File: config.mk
export PLATFORM = sky130hd
export DESIGN_NAME = ebr_block_reader
export DESIGN_NICKNAME = d
export VERILOG_FILES = /design/src/rtl/ebr_block_reader.sv
export SDC_FILE = /design/constraint.sdc
export NUM_CORES = 1
export LEC_CHECK = 0
export ABC_AREA = 1
export CORE_ASPECT_RATIO = 0.5
export CORE_UTILIZATION = 35
export DETAILED_ROUTE_END_ITERATION = 10
export PLACE_DENSITY = 0.59
export SLEW_MARGIN = 30
export SYNTH_ARGS = -nofsm -noshare
export SYNTH_HDL_FRONTEND = slang
export SYNTH_SLANG_ARGS = --single-unit
File: constraint.sdc
create_clock -name Clock -period 6.35 [get_ports Clock]
set_input_delay 0.9525 -clock Clock [delete_from_list [all_inputs] [get_ports Clock]]
set_output_delay 0.9525 -clock Clock [all_outputs]
set_load 0.01 [all_outputs]
File: src/rtl/ebr_block_reader.sv
// ebr_block_reader: read-side master for the dual-port EBR RAM.
// Streams a block of Length words starting at StartAddr, with address wrap at
// the end of the array, over a valid/ready interface backed by a 2-entry FIFO.
// The RAM has one cycle of read latency. Reads are credit-limited, so the FIFO
// never overflows.
// Optional byte-parity checking is enabled by defining EBR_READER_PARITY_CHECK_EN.
// When that macro is undefined, OutErr and ErrCount are tied to 0 and EDO is ignored.
module ebr_block_reader #(
    parameter int AW   = 10,
    parameter int DW   = 32,
    parameter int PW   = 4,
    parameter int ERRW = 8
) (
    input  logic            Clock,
    input  logic            Reset,
    input  logic            Start,
    input  logic [AW-1:0]   StartAddr,
    input  logic [AW:0]     Length,
    output logic            Busy,
    output logic            Done,
    output logic [AW-1:0]   RdAddress,
    output logic            RdEn,
    input  logic [DW-1:0]   Q,
    input  logic [PW-1:0]   EDO,
    output logic [DW-1:0]   OutData,
    output logic            OutErr,
    output logic            OutLast,
    output logic            OutValid,
    input  logic            OutReady,
    output logic [ERRW-1:0] ErrCount
);

    typedef enum logic [1:0] {IDLE, RUN, DRAIN} state_t;

    localparam logic [AW:0]   CNT_ONE = {{AW{1'b0}}, 1'b1};
    localparam logic [AW-1:0] PTR_ONE = {{(AW-1){1'b0}}, 1'b1};

    state_t          state, state_nxt;
    logic [AW-1:0]   rd_ptr;
    logic [AW:0]     issue_cnt;
    logic [AW:0]     acc_cnt;
    logic            rd_vld_p1;    // read issued last cycle, so Q/EDO are valid now
    logic            zero_done;    // Done pulse for a zero-length request
    logic [DW-1:0]   buf_data [2];
    logic            buf_wr;
    logic            buf_rd;
    logic [1:0]      buf_cnt;
    logic [1:0]      credit;
    logic            start_ok;
    logic            accept;
    logic            rd_en;

    assign start_ok = (state == IDLE) && Start && (Length != '0);
    assign accept   = OutValid && OutReady;
    // A slot freed by this cycle's accept may be reused by this cycle's read.
    assign credit   = buf_cnt + {1'b0, rd_vld_p1} - {1'b0, accept};

    // Next-state and read-issue decision
    always_comb begin
        state_nxt = state;
        rd_en     = 1'b0;
        unique case (state)
            IDLE: begin
                if (start_ok) state_nxt = RUN;
            end
            RUN: begin
                rd_en = (issue_cnt != '0) && (credit < 2'd2);
                if (rd_en && (issue_cnt == CNT_ONE)) state_nxt = DRAIN;
            end
            DRAIN: begin
                if (acc_cnt == '0) state_nxt = IDLE;
            end
            default: state_nxt = IDLE;
        endcase
    end

    // State, read pointer and block counters
    always_ff @(posedge Clock or posedge Reset) begin
        if (Reset) begin
            state     <= IDLE;
            rd_ptr    <= '0;
            issue_cnt <= '0;
            acc_cnt   <= '0;
            rd_vld_p1 <= 1'b0;
            zero_done <= 1'b0;
        end else begin
            state     <= state_nxt;
            rd_vld_p1 <= rd_en;
            zero_done <= (state == IDLE) && Start && (Length == '0);
            if (start_ok) begin
                rd_ptr    <= StartAddr;
                issue_cnt <= Length;
                acc_cnt   <= Length;
            end else begin
                if (rd_en) begin
                    rd_ptr    <= rd_ptr + PTR_ONE;
                    issue_cnt <= issue_cnt - CNT_ONE;
                end
                if (accept) acc_cnt <= acc_cnt - CNT_ONE;
            end
        end
    end

    // Stage p1 -> output FIFO: capture RAM data one cycle after RdEn
    always_ff @(posedge Clock or posedge Reset) begin
        if (Reset) begin
            buf_wr  <= 1'b0;
            buf_rd  <= 1'b0;
            buf_cnt <= 2'd0;
            for (int i = 0; i < 2; i++) buf_data[i] <= '0;
        end else begin
            if (rd_vld_p1) begin
                buf_data[buf_wr] <= Q;
                buf_wr           <= ~buf_wr;
            end
            if (accept) buf_rd <= ~buf_rd;
            buf_cnt <= buf_cnt + {1'b0, rd_vld_p1} - {1'b0, accept};
        end
    end

    assign RdEn      = rd_en;
    assign RdAddress = rd_ptr;
    assign Busy      = (state != IDLE);
    assign Done      = zero_done || ((state == DRAIN) && (acc_cnt == '0));
    assign OutValid  = (buf_cnt != 2'd0);
    assign OutData   = buf_data[buf_rd];
    // acc_cnt only moves on accept, so OutLast holds steady while stalled.
    assign OutLast   = OutValid && (acc_cnt == CNT_ONE);

`ifdef EBR_READER_PARITY_CHECK_EN
    localparam logic [ERRW-1:0] ERR_ONE = {{(ERRW-1){1'b0}}, 1'b1};

    logic            buf_err [2];
    logic [ERRW-1:0] err_cnt;

    // EDO[i] carries the even-parity bit of byte i; any byte disagreement flags the word.
    function automatic logic parity_err(input logic [DW-1:0] d, input logic [PW-1:0] p);
        logic [PW-1:0] calc;
        for (int i = 0; i < PW; i++) calc[i] = ^d[8*i +: 8];
        return |(calc ^ p);
    endfunction

    // Stage p1 -> output FIFO: parity flag stored alongside each captured word
    always_ff @(posedge Clock or posedge Reset) begin
        if (Reset) begin
            for (int i = 0; i < 2; i++) buf_err[i] <= 1'b0;
        end else if (rd_vld_p1) begin
            buf_err[buf_wr] <= parity_err(Q, EDO);
        end
    end

    // Saturating error count, cleared when a new block starts
    always_ff @(posedge Clock or posedge Reset) begin
        if (Reset) begin
            err_cnt <= '0;
        end else if (start_ok) begin
            err_cnt <= '0;
        end else if (accept && buf_err[buf_rd] && (err_cnt != '1)) begin
            err_cnt <= err_cnt + ERR_ONE;
        end
    end

    assign OutErr   = OutValid && buf_err[buf_rd];
    assign ErrCount = err_cnt;
`else
    logic unused_edo;
    assign unused_edo = ^EDO;
    assign OutErr     = 1'b0;
    assign ErrCount   = '0;
`endif

endmodule

==> reports/qor.yml <==
floorplan.initialDensity: 0.368
hpwl_mm: 8.43
die_w_um: 179
drt_first_iter_violations: 209
leakage_nw: 3.55
synth-warning-count: 0
grt_setup_unrepaired: "false"
clock_sinks: 104
path_clk_slew_ps: 60
power.switching_fraction: 0.414
worst-endpoint-arrival_ps: 3720
crit_path_max_fanout: 10
post-route-drc-count: 0
timing.setup.critical_path_class: "input pin to output pin"
fin_nets: 897
synth_seq_cells: 104
drtPass1Iterations: 4
cts.root.buffer_cell: "sky130_fd_sc_hd__clkbuf_16"
comb_power_share: 0.497
power_density_nw_per_um2: 506
layout_setup_ws_ps: 1670
share_of_total_power_in_the_clock_network: 0.161
postPlaceCellArea_um2: 6600
fin_tns_setup_ps: 0
boundaryPins: 117
outcome: "completed"
largest_net_degree_at_the_start_of_global_routing: 69
antenna_violating_nets_post_route: 0
tritoncts.num_buffers: 9
worst_pin_slew_ps: 860
gp_congestion: 0.817
synth.cell_area_um2: 5460
drv_slew: 0
worst_setup_path_end_kind: "output pin"
clock_tree.htree_level_count: 3
post-route-cell-area_um2: 6900
fraction_of_synthesized_cell_area_taken_by_the_top_area_cell_type: 0.477
yosys.area.top_type: "sky130_fd_sc_hd__dfrtp_1"
worst_hold_path_type: "flip-flop to flip-flop"
worst-endpoint-required_ps: 5400
post-route-period-util: 0.736
ctsLongestPathBuffers: 2
syn_inst: 738
drive_above_1_share: 0.0421
part_of_the_total_power_dissipated_in_sequential_elements: 0.342
worst_slew_margin_rel: 0.427
ys_seq_area_frac: 0.477
maxCapViolations: 0
via_per_inst: 4.52
final_hold_viols: 0
std_cell_rows: 31
first_global_vias: 4409
grt_pass1_wl_mm: 21.3
area.growth.synth_to_final_pct: 26.4
dpl_worst_slack_ps: 1670
power.net_switching_mw: 1.45
io_buffers: 103
routed_wl_mm: 12.6
syn-mean-instance-area_um2: 7.40
global_route.usage.total: 0.164
post-cts-setup-buffer-count: 0
finalHoldWorstSlack_ps: 485
clock_skew_ps: 6.59
cts_tree: "yes"
fin_crit_ps: 4680
synthTopCellsByArea: "sky130_fd_sc_hd__dfrtp_1 (48%), sky130_fd_sc_hd__nand2_1 (21%), sky130_fd_sc_hd__o21ai_0 (6.5%)"
p_int_mw: 2.05
post_cts.resized_instances: 0
cts_hold_buffers: 0
critical_path_startpoint_category: "input pin"
ir_drop_v: 0.000181
gr-total-overflow: 0
core-area_um2: 14900
yosys.cell_types.count: 33
die_height_um: 90.3
clock.fmax_mhz: 214
routedWlPerCell_um: 12.2
grt_antenna_before_repair: 0
finalSetupViolCount: 0
worstSkewPairLatency_ps: 340
via_count: 4654
die-area_um2: 16100
antenna_cells_inserted: 0
-- layout make-up --
cell class	instances	area [µm²]
inverter	87	335
timing repair buffer	105	1050
clock buffer	10	239
multi-input combinational	520	2360
fill	1516	7950
sequential	104	2600
tap	198	248
clock inverter	6	68.8
-- path summary, 6_finish.rpt --
| kind | from | endpoint | slack (ps) | cells past startpoint |
|---|---|---|---|---|
| worst max register to register | buf_cnt[1] | issue_cnt[6] | 3700 | 17 |
| max in group asynchronous | Reset | buf_data[45] | 4130 | 3 |
| worst min-delay path | buf_data[62] | buf_data[62] | 490 | 2 |
| worst max-delay path | OutReady | RdEn | 1670 | 14 |
| min in group asynchronous | Reset | buf_data[57] | 990 | 2 |
| worst min register to register | buf_data[62] | buf_data[62] | 490 | 2 |
-- logic make-up after synthesis --
logic type / count (synthesis) / synth area share
xor gates and xnor gates: 14 / 0.0225
DFF: 104 / 0.477
other: 1 / 0.000687
AOI/OAI and AO/OA: 81 / 0.0758
adders and majority gates: 9 / 0.0206
and+or+nand+nor: 407 / 0.306
buffers and inverters: 122 / 0.0978
-- worst max-delay path: stages --
cell and delay [ps]:
sky130_fd_sc_hd__clkdlybuf4s50_1 450, sky130_fd_sc_hd__nand2_4 130, sky130_fd_sc_hd__clkinv_1 240, sky130_fd_sc_hd__ha_1 370, sky130_fd_sc_hd__inv_1 40, sky130_fd_sc_hd__ha_1 180, sky130_fd_sc_hd__inv_1 50, sky130_fd_sc_hd__nand2_1 60
sky130_fd_sc_hd__nand2_1 70, sky130_fd_sc_hd__nand2_1 40, sky130_fd_sc_hd__nand2_1 140, sky130_fd_sc_hd__nand3_4 170, sky130_fd_sc_hd__inv_2 220, sky130_fd_sc_hd__clkdlybuf4s50_1 600
-- flip-flops by register name, indices dropped and copies added, names as in the netlist --
name	flops
RdAddress	10
acc_cnt	11
buf_cnt	2
buf_data	64
buf_rd	1
buf_wr	1
issue_cnt	11
rd_vld_p1	1
state	2
zero_done	1
-- power by group through the flow --
stage	logic (mW)	registers [mW]	clock network, mW
2_1_floorplan	1.14	1.16	0
3_5_place_dp	1.76	1.21	0
3_3_place_gp	1.73	1.19	0
4_1_cts	1.77	1.20	0.585
5_1_grt	1.99	1.24	0.612
6_report	1.74	1.19	0.564
-- cell usage after synthesis --
master / count
sky130_fd_sc_hd__a21boi_0: 1
sky130_fd_sc_hd__a21oi_1: 4
sky130_fd_sc_hd__a31oi_1: 1
sky130_fd_sc_hd__buf_2: 3
sky130_fd_sc_hd__buf_4: 10
sky130_fd_sc_hd__buf_6: 4
sky130_fd_sc_hd__clkbuf_1: 18
sky130_fd_sc_hd__clkinv_1: 2
sky130_fd_sc_hd__conb_1: 1
sky130_fd_sc_hd__dfrtp_1: 104
sky130_fd_sc_hd__ha_1: 9
sky130_fd_sc_hd__inv_1: 81
sky130_fd_sc_hd__inv_2: 2
sky130_fd_sc_hd__inv_4: 2
sky130_fd_sc_hd__nand2_1: 307
sky130_fd_sc_hd__nand2_4: 3
sky130_fd_sc_hd__nand3_1: 31
sky130_fd_sc_hd__nand3_2: 1
sky130_fd_sc_hd__nand3_4: 1
sky130_fd_sc_hd__nand3b_1: 6
sky130_fd_sc_hd__nand4_1: 7
sky130_fd_sc_hd__nor2_1: 41
sky130_fd_sc_hd__nor2_2: 3
sky130_fd_sc_hd__nor3_1: 3
sky130_fd_sc_hd__nor3b_1: 1
sky130_fd_sc_hd__o211ai_1: 1
sky130_fd_sc_hd__o21ai_0: 71
sky130_fd_sc_hd__o21ai_1: 2
sky130_fd_sc_hd__o21bai_1: 1
sky130_fd_sc_hd__or2_1: 1
sky130_fd_sc_hd__or2_2: 2
sky130_fd_sc_hd__xnor2_1: 2
sky130_fd_sc_hd__xor2_1: 12
-- placed cells by master, fill, tap and decap left out, drive strengths merged, types with 2 or more instances in the layout --
cell type,n
xor2,12
conb,9
nand3b,6
nor2,44
nand4,7
clkinv,3
dfrtp,104
xnor2,2
nand2,310
clkinvlp,4
nor3,3
or2,3
o21ai,73
buf,2
clkdlybuf4s50,103
a21oi,4
clkbuf,10
ha,9
inv,85
nand3,33
-- routing by layer --
metal / GRT usage / vias to the layer above / wire (µm)
li1: - / 2425 / -
met5: 0 / - / 0
met1: 0.226 / 2147 / 6200
met3: 0.0328 / 4 / 469
met2: 0.269 / 78 / 5850
met4: 0.0275 / 0 / 55
-- metrics by stage --
| stage | util | cells | power, mW |
|---|---|---|---|
| 6_report | 0.465 | 1030 | 3.49 |
| 5_1_grt | 0.465 | 1030 | 3.84 |
| 4_1_cts | 0.465 | 1030 | 3.55 |
| 3_5_place_dp | 0.444 | 1014 | 2.96 |
| 3_3_place_gp | 0.443 | 1014 | 2.93 |
| 2_1_floorplan | - | 746 | 2.30 |
Note: power is estimated with default switching activity, not from simulation.
